`config.mk`:
```
export PLATFORM = sky130hd
export DESIGN_NAME = fetch_unit
export DESIGN_NICKNAME = d
export VERILOG_FILES = /design/src/rtl/fetch_unit.sv
export SDC_FILE = /design/constraint.sdc
export NUM_CORES = 1
export LEC_CHECK = 0
export BUFFER_PORTS_ARGS = -buffer_cell sky130_fd_sc_hd__buf_2
export CAP_MARGIN = 20
export CORE_MARGIN = 10
export CORE_UTILIZATION = 25
export CTS_CLUSTER_SIZE = 16
export DETAILED_ROUTE_END_ITERATION = 12
export PLACE_DENSITY = 0.44
export SLEW_MARGIN = 20
export SYNTH_ARGS = -nofsm -noshare
export SYNTH_HDL_FRONTEND = slang
export SYNTH_SLANG_ARGS = --single-unit
```
`constraint.sdc`:
```
create_clock -name clk -period 4.4 [get_ports clk]
set_input_delay 0.22 -clock clk [delete_from_list [all_inputs] [get_ports clk]]
set_output_delay 0.22 -clock clk [all_outputs]
set_load 0.02 [all_outputs]
```
`src/rtl/fetch_unit.sv`:
```
// Purpose: sequential instruction fetch with one outstanding I-cache request and a circular prefetch buffer.
// Latency: response sampled at edge E reaches the instruction queue at the earliest after edge E+1.
// Backpressure: iq_full stalls draining; a full buffer stops new requests; rdy=0 freezes the whole stage.
module fetch_unit #(
  parameter int                ADDR_W    = 32,
  parameter int                INST_W    = 32,
  parameter int                BUF_DEPTH = 4,
  parameter int                PC_STEP   = 4,
  parameter logic [ADDR_W-1:0] RESET_PC  = '0
) (
  input  logic                         clk,
  input  logic                         rst,
  input  logic                         rdy,
  output logic                         icache_req_valid,
  output logic [ADDR_W-1:0]            icache_req_addr,
  input  logic                         icache_req_ready,
  input  logic                         icache_resp_valid,
  input  logic [INST_W-1:0]            icache_resp_inst,
  input  logic                         iq_full,
  output logic                         iq_valid,
  output logic [INST_W-1:0]            iq_inst,
  output logic [ADDR_W-1:0]            iq_pc,
  input  logic                         rob_jump_valid,
  input  logic [ADDR_W-1:0]            rob_jump_pc,
  output logic [$clog2(BUF_DEPTH):0]   buf_count
);

  localparam int PTR_W = $clog2(BUF_DEPTH);
  localparam int CNT_W = PTR_W + 1;
  localparam logic [CNT_W-1:0]  DEPTH_C = CNT_W'(BUF_DEPTH);
  localparam logic [ADDR_W-1:0] STEP_C  = ADDR_W'(PC_STEP);

  // IDLE: nothing outstanding; REQ: request presented; WAIT: accepted, awaiting data;
  // DROP: an accepted request became stale through a redirect and its data must be swallowed.
  typedef enum logic [1:0] {
    IDLE = 2'd0,
    REQ  = 2'd1,
    WAIT = 2'd2,
    DROP = 2'd3
  } state_t;

  state_t             state;
  state_t             state_next;

  logic [ADDR_W-1:0]  fetch_pc;
  logic [PTR_W-1:0]   head;
  logic [PTR_W-1:0]   tail;
  logic [CNT_W-1:0]   count;
  logic [CNT_W-1:0]   count_next;

  logic [INST_W-1:0]  buf_inst [BUF_DEPTH];
  logic [ADDR_W-1:0]  buf_pc   [BUF_DEPTH];

  logic               jump;
  logic               enq;
  logic               deq;
  logic               resp_in_wait;

  // A redirect only counts while the stage is enabled; it overrides every other action.
  assign jump         = rdy && rob_jump_valid;
  assign resp_in_wait = (state == WAIT) && icache_resp_valid;

  // Enqueue only a response that belongs to the live request; responses in IDLE/REQ are ignored.
  assign enq = rdy && !jump && resp_in_wait;

  // Drain reads the pre-write head, so a response never bypasses an empty buffer.
  assign deq = rdy && !jump && (count != '0) && !iq_full;

  assign icache_req_valid = (state == REQ);
  assign icache_req_addr  = fetch_pc;
  assign buf_count        = count;

  // Occupancy after this cycle's enqueue/dequeue; simultaneous enq+deq cancels.
  always_comb begin
    count_next = count;
    if (enq && !deq) begin
      count_next = count + CNT_W'(1);
    end else if (!enq && deq) begin
      count_next = count - CNT_W'(1);
    end
  end

  // Next-state logic for the request tracker.
  always_comb begin
    state_next = state;
    if (jump) begin
      // Go to DROP whenever a request is (or is becoming) accepted but its data has not
      // arrived yet. A redirect while already dropping keeps dropping unless the stale
      // data is arriving now; otherwise that data could be mistaken for the new stream.
      if ((state == WAIT && !icache_resp_valid) ||
          (state == REQ  && icache_req_ready)   ||
          (state == DROP && !icache_resp_valid)) begin
        state_next = DROP;
      end else begin
        state_next = IDLE;
      end
    end else begin
      case (state)
        IDLE: begin
          // Reserve a slot before asking; dequeues only free space, so it stays reserved.
          if (count < DEPTH_C) begin
            state_next = REQ;
          end
        end
        REQ: begin
          if (icache_req_ready) begin
            state_next = WAIT;
          end
        end
        WAIT: begin
          if (icache_resp_valid) begin
            state_next = (count_next < DEPTH_C) ? REQ : IDLE;
          end
        end
        DROP: begin
          if (icache_resp_valid) begin
            state_next = IDLE;
          end
        end
        default: state_next = IDLE;
      endcase
    end
  end

  // State register; rdy=0 holds the tracker.
  always_ff @(posedge clk) begin
    if (rst) begin
      state <= IDLE;
    end else if (rdy) begin
      state <= state_next;
    end
  end

  // Fetch PC: redirect target wins, otherwise advance on every accepted instruction.
  always_ff @(posedge clk) begin
    if (rst) begin
      fetch_pc <= RESET_PC;
    end else if (jump) begin
      fetch_pc <= rob_jump_pc;
    end else if (enq) begin
      fetch_pc <= fetch_pc + STEP_C;
    end
  end

  // Buffer pointers and occupancy; a redirect empties the buffer in one cycle.
  always_ff @(posedge clk) begin
    if (rst) begin
      head  <= '0;
      tail  <= '0;
      count <= '0;
    end else if (jump) begin
      head  <= '0;
      tail  <= '0;
      count <= '0;
    end else if (rdy) begin
      if (enq) begin
        tail <= tail + PTR_W'(1);
      end
      if (deq) begin
        head <= head + PTR_W'(1);
      end
      count <= count_next;
    end
  end

  // Buffer storage: data only, control lives in the pointers so no reset is needed.
  always_ff @(posedge clk) begin
    if (enq) begin
      buf_inst[tail] <= icache_resp_inst;
      buf_pc[tail]   <= fetch_pc;
    end
  end

  // Registered instruction-queue interface; inst/pc hold when nothing is presented.
  always_ff @(posedge clk) begin
    if (rst) begin
      iq_valid <= 1'b0;
      iq_inst  <= '0;
      iq_pc    <= '0;
    end else if (rdy) begin
      if (deq) begin
        iq_valid <= 1'b1;
        iq_inst  <= buf_inst[head];
        iq_pc    <= buf_pc[head];
      end else begin
        iq_valid <= 1'b0;
      end
    end
  end

endmodule

```
==> run_results.csv, run 1 <==
group,metric,value,unit
global_routing,antenna_found_initial,0,
detailed_routing,vias,8668,
timing,fin_crit,2.99,ns
synth,yosysTopAreaCell,"edfxtp_1",
cells_and_area,antenna_cells,0,
synth,synth_edf_count,256,
floorplanning,chipHeight,256,um
synth,synth_top_area_frac,0.554,
pwr,power_switching,0.00157,W
critical_path,crit_buf_inv,1,
clocking,h-tree-depth,2,
critical_path,required,4.87,ns
pwr,p_leak,5.98,nW
timing,maxSlewViolCount,0,
critical_path,critPathArrivalTime,3.46,ns
timing,slew_headroom,0.213,
floorplanning,ios,172,
pwr,clockPowerShare,0.461,
synth,async_reset_ff_frac,0,
synth,ys_warn_count,0,
synth,synth_seq_cells,362,
pwr,swShare,0.212,
timing,fin_skew,0.0164,ns
synth,synth_nets,1023,
clocking,clk_pin_slew,0.06,ns
global_routing,grt_pass1_vias,9272,
timing,rsz0062_at_grt,"false",
global_routing,grt_usage,0.119,
clocking,cts_num_sinks,362,
floorplanning,die_w,256,um
status,status,"finished clean",
place,dp_hpwl,24000,um
critical_path,cpPeakStageDelay,0.56,ns
synth,ys.flop_type,"edfxtp_1",
hold_path,hp-class,"primary input to flip-flop",
synth,synth_commonest_cells,"256 x edfxtp_1, 170 x nand2_1, 106 x dfxtp_1, 79 x a21oi_1, 64 x mux4_2",
pwr,powerDensity,422,nW/um2
synth,synth.distinct_cells,50,
critical_path,cp_max_fo,17,
detailed_routing,drt_iter0_drc,511,
synth,synth-seq-area-share,0.706,
synth,postSynthAreaPerCell,14.7,um2
timing,fmax,335,MHz
pwr,p_seq_frac,0.503,
clocking,post_cts_buffers,0,
pwr,pwr-share-comb,0.036,
global_routing,use_met1,0.149,
global_routing,grtUsageMet2,0.198,
synth,syn-cell-area,13900,um2
detailed_routing,drc,0,
cells_and_area,final_nets,1253,
critical_path,end_kind,"flip-flop",
global_routing,grt_pass1_wl,59500,um
detailed_routing,wl_per_cell,20.1,um
synth,synthMostInstantiatedCell,"edfxtp_1",
global_routing,grt_max_degree,68,
critical_path,cp_top_family,"simple AND/OR/NAND/NOR gates",
critical_path,crit_path_cell_trace,"nand3b_1 -> or2_2 -> clkinv_1 -> ha_1 -> nand2_1 -> o21ai_0 -> a211o_1 -> a311oi_1",
place,numPortBuffers,171,
floorplanning,fp-row-count,86,
critical_path,crit_slowest_cell,"clkinv_1",
synth,syn_inst,942,
timing,fin_tns_setup,0,ns
pwr,ir_drop,0.217,mV
global_routing,busiest_layer,"met2",
floorplanning,die-area,65400,um2
critical_path,start_kind,"flip-flop",
floorplanning,core_region_area,55100,um2
timing,min_period_over_period,0.679,
critical_path,path_class,"flip-flop to flip-flop",
detailed_routing,ant_nets,0,
place,placed_area,15700,um2
detailed_routing,vias_per_cell,4.44,
timing,finalSetupViolCount,0,
cells_and_area,syn_to_final_growth,26.8,%
clocking,cts_inserted_buffers,42,
floorplanning,start_util,0.252,
flow_run,max_cap_viol_count,0,
clocking,cts_tree,"done",
place,gp_congestion,0.713,
synth,synth.area.top_cells,"edfxtp_1 55%, dfxtp_1 15%, mux4_2 10%, nand2_1 4.6%, a21oi_1 2.8%",
cells_and_area,nFillCells,5528,
detailed_routing,firstDrtPassIters,4,
global_routing,grt_use_met3,0.0324,
global_routing,grt_overflow,0,
cells_and_area,stdcell_area,17600,um2
detailed_routing,routed_wl,39300,um
clocking,cts_root_buf,"clkbuf_16",
timing,hold_viol,0,
timing,worst_pin_slew,1.18,ns
clocking,clkLatencyLatePin,0.56,ns
clocking,ctsLongestPathBuffers,3,
pwr,p_int,0.00586,W
cells_and_area,drive_gt1_frac,0.276,
## placed cells by master, fill, tap and decap left out, types with 5 or more instances in the layout
cell type and count:
or3_1 7, dfxtp_1 104, o211ai_1 8, inv_1 13, clkbuf_16 45, buf_4 8, nor2_1 27, xor2_1 5
clkbuf_1 9, clkbuf_8 9, edfxtp_1 256, dlygate4sd3_1 56, clkinv_2 8, ha_1 10, nand3_1 20, buf_2 170
buf_12 5, o21ai_0 11, nand2_1 170, nand4_1 8, a22oi_1 12, a31oi_1 11, a21oi_1 79, mux4_2 64
and2_1 5, clkinv_1 5, a211oi_1 6, nor3_1 10
## per-stage QoR
stage               worst slack, ns  hold slack [ns]  total power, W  std cells   util
detailed placement             1.40            0.436         0.00404       1820  0.284
finish                         1.41           0.0477         0.00743       1954  0.320
CTS                            1.40          0.00345         0.00757       1954  0.320
global placement               1.43            0.438         0.00404       1820  0.284
floorplan                      1.20            0.319         0.00390        942      -
global route                   1.17           0.0283         0.00773       1954  0.320
## flip-flops by register name (all words and copies together) (netlist names)
signal	cells
tail	2
buf_inst	128
head	2
iq_pc	32
icache_req_addr	32
buf_pc	128
buf_count	3
state	2
iq_inst	32
iq_valid	1
## worst reg2reg max path: cells and delay by family, from the launching register on
family / cells / cell delay (ns)
and+or+nand+nor: 3 / 0.76
AOI/OAI and AO/OA: 3 / 0.64
buffers and inverters: 1 / 0.57
adders and majority gates: 1 / 0.51
DFF: 1 / 0.42
## cells by family (layout without fill, tap and decap cells)
family                   after synthesis  after routing  synth area share
XOR/XNOR                               8              8           0.00505
AO/OA/AOI/OAI                        144            144            0.0623
adder cells (fa/ha/maj)               10             10           0.00901
multiplexers                          70             70             0.108
buffers and inverters                 68            332            0.0186
flip-flops                           362            362             0.706
AND/OR/NAND/NOR                      280            280            0.0904
## timing repair
action | in CTS | in global routing
gates resized for setup | 0 | 0
hold buffers | 56 | 0
hold endpoints to repair | 152 | 0
## power groups by stage
stage | clock [W] | combinational [W] | sequential [W]
floorplan | 0 | 0.0000862 | 0.00381
global placement | 0 | 0.000230 | 0.00381
detailed placement | 0 | 0.000232 | 0.00381
CTS | 0.00355 | 0.000273 | 0.00374
global route | 0.00369 | 0.000295 | 0.00374
finish | 0.00343 | 0.000268 | 0.00374
## final timing paths
check                                           start                         endpoint  slack, ns  cells past startpoint
worst max register to register  state[0]$_SDFFE_PP0P_            state[0]$_SDFFE_PP0P_       1.41                      8
worst max-delay path            state[0]$_SDFFE_PP0P_            state[0]$_SDFFE_PP0P_       1.41                      8
worst min-delay path                   rob_jump_pc[7]  icache_req_addr[7]$_SDFFE_PP0P_       0.05                      3
worst min register to register  iq_pc[0]$_SDFFE_PP0P_            iq_pc[0]$_SDFFE_PP0P_       0.45                      2
## layout make-up
cell class	count	area, um2	area share
Multi-Input combinational cell	512	3840	0.218
Inverter	15	57.6	0.00327
Tap cell	748	936	0.0531
Sequential cell	362	9820	0.557
Clock buffer	63	1280	0.0729
Clock inverter	15	104	0.00590
Timing Repair Buffer	239	1570	0.0892
## metal layers
layer | vias to the layer above | wire, um
met5 | - | 0
met4 | 0 | 879
met3 | 57 | 2180
met2 | 197 | 18800
met1 | 4373 | 17400
li1 | 4041 | -
Power figures use the tool's default switching activity.
==> run 2: changes to the inputs <==
- PLACE_DENSITY: 0.44 -> 0.45
- clock period: 4.4 -> 2.4 ns (I/O delays scaled with it)
==> run 2 against run 1 <==
Compared with the run above: first-iteration DRC count grew 12%; final area up 4.7%; highest routed layer unchanged; worst setup slack worse by 1.3 ns; register-to-register slack got worse by 1.3 ns.
==> run_results.csv, run 2 (synthesized netlist as in run 1, its figures left out) <==
group,metric,value,unit
status,status,"finished clean",
detailed_routing,routed_wl,40400,um
clocking,h-tree-depth,2,
detailed_routing,vias_per_cell,4.40,
pwr,powerDensity,771,nW/um2
detailed_routing,wl_per_cell,20.0,um
timing,fin_tns_setup,0,ns
cells_and_area,fin_util,0.335,
cells_and_area,layout_commonest_cell,"edfxtp_1",
timing,fmax,436,MHz
timing,worst_pin_slew,0.924,ns
cells_and_area,stdcell_area,18400,um2
detailed_routing,drt_iter0_drc,574,
place,numPortBuffers,171,
cells_and_area,syn_to_final_growth,32.8,%
clocking,cts_num_sinks,362,
critical_path,cpPeakStageDelay,0.57,ns
detailed_routing,firstDrtPassIters,4,
timing,rsz0062_at_grt,"false",
cells_and_area,drive_gt1_frac,0.308,
flow_run,max_cap_viol_count,0,
detailed_routing,ant_nets,0,
timing,finalSetupViolCount,0,
floorplanning,core_region_area,55100,um2
critical_path,start_kind,"flip-flop",
place,dp_hpwl,25700,um
floorplanning,fp-row-count,86,
hold_path,hp-class,"primary input to flip-flop",
clocking,clk_pin_slew,0.05,ns
place,placed_area,16200,um2
critical_path,end_kind,"flip-flop",
place,gp_congestion,0.752,
global_routing,grt_max_degree,67,
detailed_routing,vias,8882,
clocking,clkLatencyLatePin,0.55,ns
critical_path,critPathArrivalTime,2.72,ns
timing,fin_crit,2.30,ns
timing,fin_skew,0.0168,ns
global_routing,antenna_found_initial,0,
clocking,ctsLongestPathBuffers,3,
detailed_routing,drc,0,
timing,hold_viol,0,
clocking,post_cts_buffers,0,
cells_and_area,final_cell_mix,"256 x edfxtp_1, 170 x nand2_1, 170 x buf_2",
cells_and_area,antenna_cells,0,
global_routing,grt_pass1_vias,9604,
critical_path,required,2.82,ns
global_routing,grt_pass1_wl,61200,um
clocking,cts_tree,"done",
pwr,p_leak,6.40,nW
clocking,cts_inserted_buffers,43,
critical_path,crit_path_cell_trace,"nand3b_1 -> buf_4 -> a21bo_2 -> buf_4 -> nor3_1 -> a31oi_1 -> a21oi_1 -> dlygate4sd3_1",
cells_and_area,final_nets,1318,
floorplanning,chipHeight,256,um
pwr,ir_drop,0.469,mV
critical_path,cp_max_fo,10,
timing,maxSlewViolCount,0,
timing,min_period_over_period,0.956,
global_routing,grt_usage,0.122,
critical_path,path_class,"flip-flop to flip-flop",
timing,slew_headroom,0.384,
clocking,cts_root_buf,"clkbuf_16",
global_routing,grt_overflow,0,
floorplanning,ios,172,
critical_path,crit_slowest_cell,"dlygate4sd3_1",
floorplanning,die-area,65400,um2
critical_path,worst_path_most_repeated_cell,"buf_4",
cells_and_area,top_regs,"buf_inst x128, buf_pc x128",
floorplanning,die_w,256,um
floorplanning,start_util,0.252,
run 2: final cells by class:
class,count,area [um2]
Clock inverter,20,251
Sequential cell,362,9830
Fill cell,5488,36600
Clock buffer,59,1230
Timing Repair Buffer,303,2280
Tap cell,748,936
Multi-Input combinational cell,512,3860
Inverter,15,61.3
run 2: report_power, final:
part | leakage [nW] | switching, W | internal (W)
logic | 2.44 | 0.000358 | 0.000265
clock network | 0.728 | 0.00257 | 0.00422
registers | 3.23 | 0.0000646 | 0.00674
total | 6.40 | 0.00299 | 0.0112
run 2: routing by layer:
metal	up-vias	routed length (um)	GRT usage
met4	0	670	0.0355
li1	4172	-	-
met2	170	19400	0.202
met3	50	2100	0.0302
met1	4490	18300	0.156
met5	-	0	0
run 2: worst paths after layout:
check                                              start                          endpoint  slack (ns)  cells past startpoint
worst max register to register     state[0]$_SDFFE_PP0P_  icache_req_addr[20]$_SDFFE_PP0P_        0.10                      8
worst min-delay path                    icache_req_ready             state[0]$_SDFFE_PP0P_        0.07                      5
worst max-delay path               state[0]$_SDFFE_PP0P_  icache_req_addr[20]$_SDFFE_PP0P_        0.10                      8
worst min register to register  iq_inst[24]$_SDFFE_PP0P_          iq_inst[24]$_SDFFE_PP0P_        0.45                      2
run 2: through the flow:
step | setup slack [ns] | instances | power, W | hold WS, ns
final | 0.105 | 2019 | 0.0142 | 0.0665
after global routing | 0.00982 | 2019 | 0.0148 | 0.0730
after floorplan | -0.0783 | 942 | 0.00715 | 0.219
after global placement | 0.176 | 1867 | 0.00746 | 0.337
after detailed placement | 0.177 | 1867 | 0.00747 | 0.344
after CTS | 0.0117 | 2019 | 0.0145 | 0.0174
run 2: worst max-delay path: cells and delay by family, from the launching register on:
family	cells	cell delay, ns
AND/OR/NAND/NOR	2	0.21
AO/OA/AOI/OAI	3	0.58
flip-flops	1	0.43
buffers and inverters	3	0.96
run 2: what timing repair did:
action,in CTS,in global routing
hold endpoints to repair,164,0
resized for setup,0,7
setup endpoints to repair,0,3
hold buffers,73,0
==> run 3: changes to the inputs <==
- PLACE_DENSITY: 0.45 -> 0.44
- SKIP_CTS_REPAIR_TIMING: unset -> 1
- clock period: 2.4 -> 2.7 ns (I/O delays scaled with it)
==> run 3 against run 2 <==
Compared with the run above: global-route usage down 0.54 points; worst setup slack better by 0.061 ns; critical path depth grew 3; clock power decreased by 16%; count of clock-buffer cells in the layout is 1 lower; combinational power is 19% lower; hold slack worse by 0.066 ns; critical endpoint is now state[0]$_SDFFE_PP0P_.
==> run_results.csv, run 3 (synthesized netlist as in run 1, its figures left out) <==
group,metric,value,unit
status,status,"finished clean",
cells_and_area,layout_commonest_cell,"edfxtp_1",
timing,maxSlewViolCount,0,
global_routing,grt_usage,0.117,
floorplanning,die_w,256,um
clocking,cts_tree,"done",
clocking,ctsLongestPathBuffers,3,
global_routing,grt_max_degree,67,
floorplanning,core_region_area,55100,um2
floorplanning,ios,172,
pwr,powerDensity,682,nW/um2
pwr,ir_drop,0.365,mV
pwr,p_seq_frac,0.493,
clocking,clk_pin_slew,0.06,ns
critical_path,crit_slowest_cell,"or3_4",
critical_path,start_kind,"flip-flop",
critical_path,r2r_slack,0.17,ns
critical_path,worst_path_most_repeated_cell,"ha_1",
critical_path,required,3.17,ns
global_routing,grt_pass1_wl,58200,um
detailed_routing,drt_iter0_drc,520,
cells_and_area,top_regs,"buf_inst x128, buf_pc x128",
critical_path,rr_endpoint,"state[0]$_SDFFE_PP0P_",
flow_run,max_cap_viol_count,0,
cells_and_area,final_nets,1294,
timing,worst_pin_slew,0.805,ns
cells_and_area,nFillCells,5564,
detailed_routing,routed_wl,39100,um
detailed_routing,drc,0,
place,dp_hpwl,25100,um
pwr,swShare,0.218,
critical_path,crit_path_cell_trace,"inv_1 -> ha_1 -> ha_1 -> or3_4 -> clkinv_2 -> ha_1 -> nand2_1 -> o21ai_0 -> o21ai_0 -> a211o_1 -> a311oi_1",
clocking,cts_root_buf,"clkbuf_16",
global_routing,grt_pass1_vias,8801,
place,gp_congestion,0.751,
timing,rsz0062_at_grt,"false",
floorplanning,chipHeight,256,um
cells_and_area,fin_util,0.327,
timing,min_period_over_period,0.939,
timing,slew_headroom,0.463,
critical_path,critPathArrivalTime,3.00,ns
critical_path,cp_max_fo,10,
detailed_routing,firstDrtPassIters,5,
hold_path,worstHoldStart,"rob_jump_pc[29]",
pwr,clockPowerShare,0.466,
detailed_routing,vias,8770,
floorplanning,fp-row-count,86,
hold_path,hold_depth,4,
detailed_routing,vias_per_cell,4.39,
timing,fmax,395,MHz
detailed_routing,wl_per_cell,19.6,um
clocking,h-tree-depth,2,
clocking,clkLatencyLatePin,0.57,ns
timing,fin_tns_setup,0,ns
clocking,cts_inserted_buffers,43,
place,numPortBuffers,171,
timing,hold_viol,0,
floorplanning,start_util,0.252,
pwr,p_leak,6.20,nW
critical_path,cpPeakStageDelay,0.47,ns
critical_path,end_kind,"flip-flop",
cells_and_area,syn_to_final_growth,29.9,%
hold_path,hp-class,"primary input to flip-flop",
global_routing,antenna_found_initial,1,
critical_path,reg2reg_depth,11,
pwr,power_switching,0.00268,W
pwr,p_int,0.00962,W
hold_path,hold_end,"icache_req_addr[29]$_SDFFE_PP0P_",
global_routing,grt_overflow,0,
pwr,pwr-share-comb,0.041,
detailed_routing,ant_nets,0,
timing,fin_crit,2.53,ns
timing,fin_skew,0.0306,ns
floorplanning,die-area,65400,um2
timing,finalSetupViolCount,0,
critical_path,r2r-start,"buf_count[1]$_SDFFE_PP0P_",
critical_path,path_class,"flip-flop to flip-flop",
cells_and_area,drive_gt1_frac,0.293,
cells_and_area,final_cell_mix,"256 x edfxtp_1, 170 x nand2_1, 170 x buf_2",
clocking,cts_num_sinks,362,
-- run 3: cell count changes in the layout (fill, tap and decap cells not counted), moves of 2 or more --
| cell | delta |
|---|---|
| dlygate4sd3_1 | -8 |
| dfxtp_2 | -5 |
| bufinv_16 | -3 |
| inv_6 | +5 |
| dfxtp_1 | +6 |
| buf_4 | -8 |
| buf_12 | -8 |
| nor3_1 | +2 |
| nor3_2 | -2 |
-- run 3: critical path: cells and delay by family (launching register included) --
kind,cells,cell delay (ns)
buffers and inverters,2,0.16
AOI/OAI and AO/OA,4,0.77
and+or+nand+nor,2,0.55
adders and majority gates,3,0.59
DFF,1,0.38
-- run 3: worst max path at each step --
| stage | from | endpoint | slack, ns | cells after the start |
|---|---|---|---|---|
| final | buf_count[1]$_SDFFE_PP0P_ | state[0]$_SDFFE_PP0P_ | 0.17 | 11 |
| after global routing | buf_count[0]$_SDFFE_PP0P_ | state[0]$_SDFFE_PP0P_ | 0.005 | 11 |
| after CTS | buf_count[1]$_SDFFE_PP0P_ | state[0]$_SDFFE_PP0P_ | 0.18 | 11 |
| after detailed placement | buf_count[0]$_SDFFE_PP0P_ | state[0]$_SDFFE_PP0P_ | 0.20 | 11 |
| after global placement | buf_count[0]$_SDFFE_PP0P_ | state[0]$_SDFFE_PP0P_ | 0.25 | 11 |
| after floorplan | buf_count[0]$_SDFFE_PP0P_ | state[0]$_SDFFE_PP0P_ | 0.06 | 13 |
-- run 3: power groups by stage --
stage | Clock [W] | Sequential, W | Combinational (W)
finish | 0.00573 | 0.00606 | 0.000504
global route | 0.00614 | 0.00607 | 0.000553
CTS | 0.00594 | 0.00606 | 0.000439
detailed placement | 0 | 0.00618 | 0.000438
global placement | 0 | 0.00618 | 0.000432
floorplan | 0 | 0.00622 | 0.000141
-- run 3: cell type report --
cell class | instances | area (um2) | share of cell area
Timing Repair Buffer | 279 | 1980 | 0.110
Inverter | 15 | 57.6 | 0.00319
Multi-Input combinational cell | 512 | 3830 | 0.213
Antenna cell | 1 | 2.50 | 0.000139
Sequential cell | 362 | 9820 | 0.544
Clock buffer | 58 | 1190 | 0.0662
Clock inverter | 22 | 211 | 0.0117
Tap cell | 748 | 936 | 0.0519
-- run 3: per-stage QoR --
| step | setup WS, ns | hold WS, ns | instance area (um2) | instances | total power (W) |
|---|---|---|---|---|---|
| global placement | 0.254 | 0.351 | 16000 | 1851 | 0.00661 |
| finish | 0.165 | 0.000179 | 18000 | 1997 | 0.0123 |
| floorplan | 0.0555 | 0.234 | 13900 | 942 | 0.00636 |
| detailed placement | 0.204 | 0.358 | 16000 | 1851 | 0.00662 |
| global route | 0.00456 | 0.00238 | 18000 | 1997 | 0.0128 |
| CTS | 0.176 | -0.260 | 17400 | 1931 | 0.0124 |
-- run 3: layer usage --
| layer | up-vias | wire [um] | global-route usage |
|---|---|---|---|
| met2 | 201 | 18300 | 0.189 |
| met4 | 0 | 635 | 0.0304 |
| li1 | 4124 | - | - |
| met5 | - | 0 | 0 |
| met3 | 45 | 2190 | 0.0327 |
| met1 | 4400 | 18100 | 0.152 |
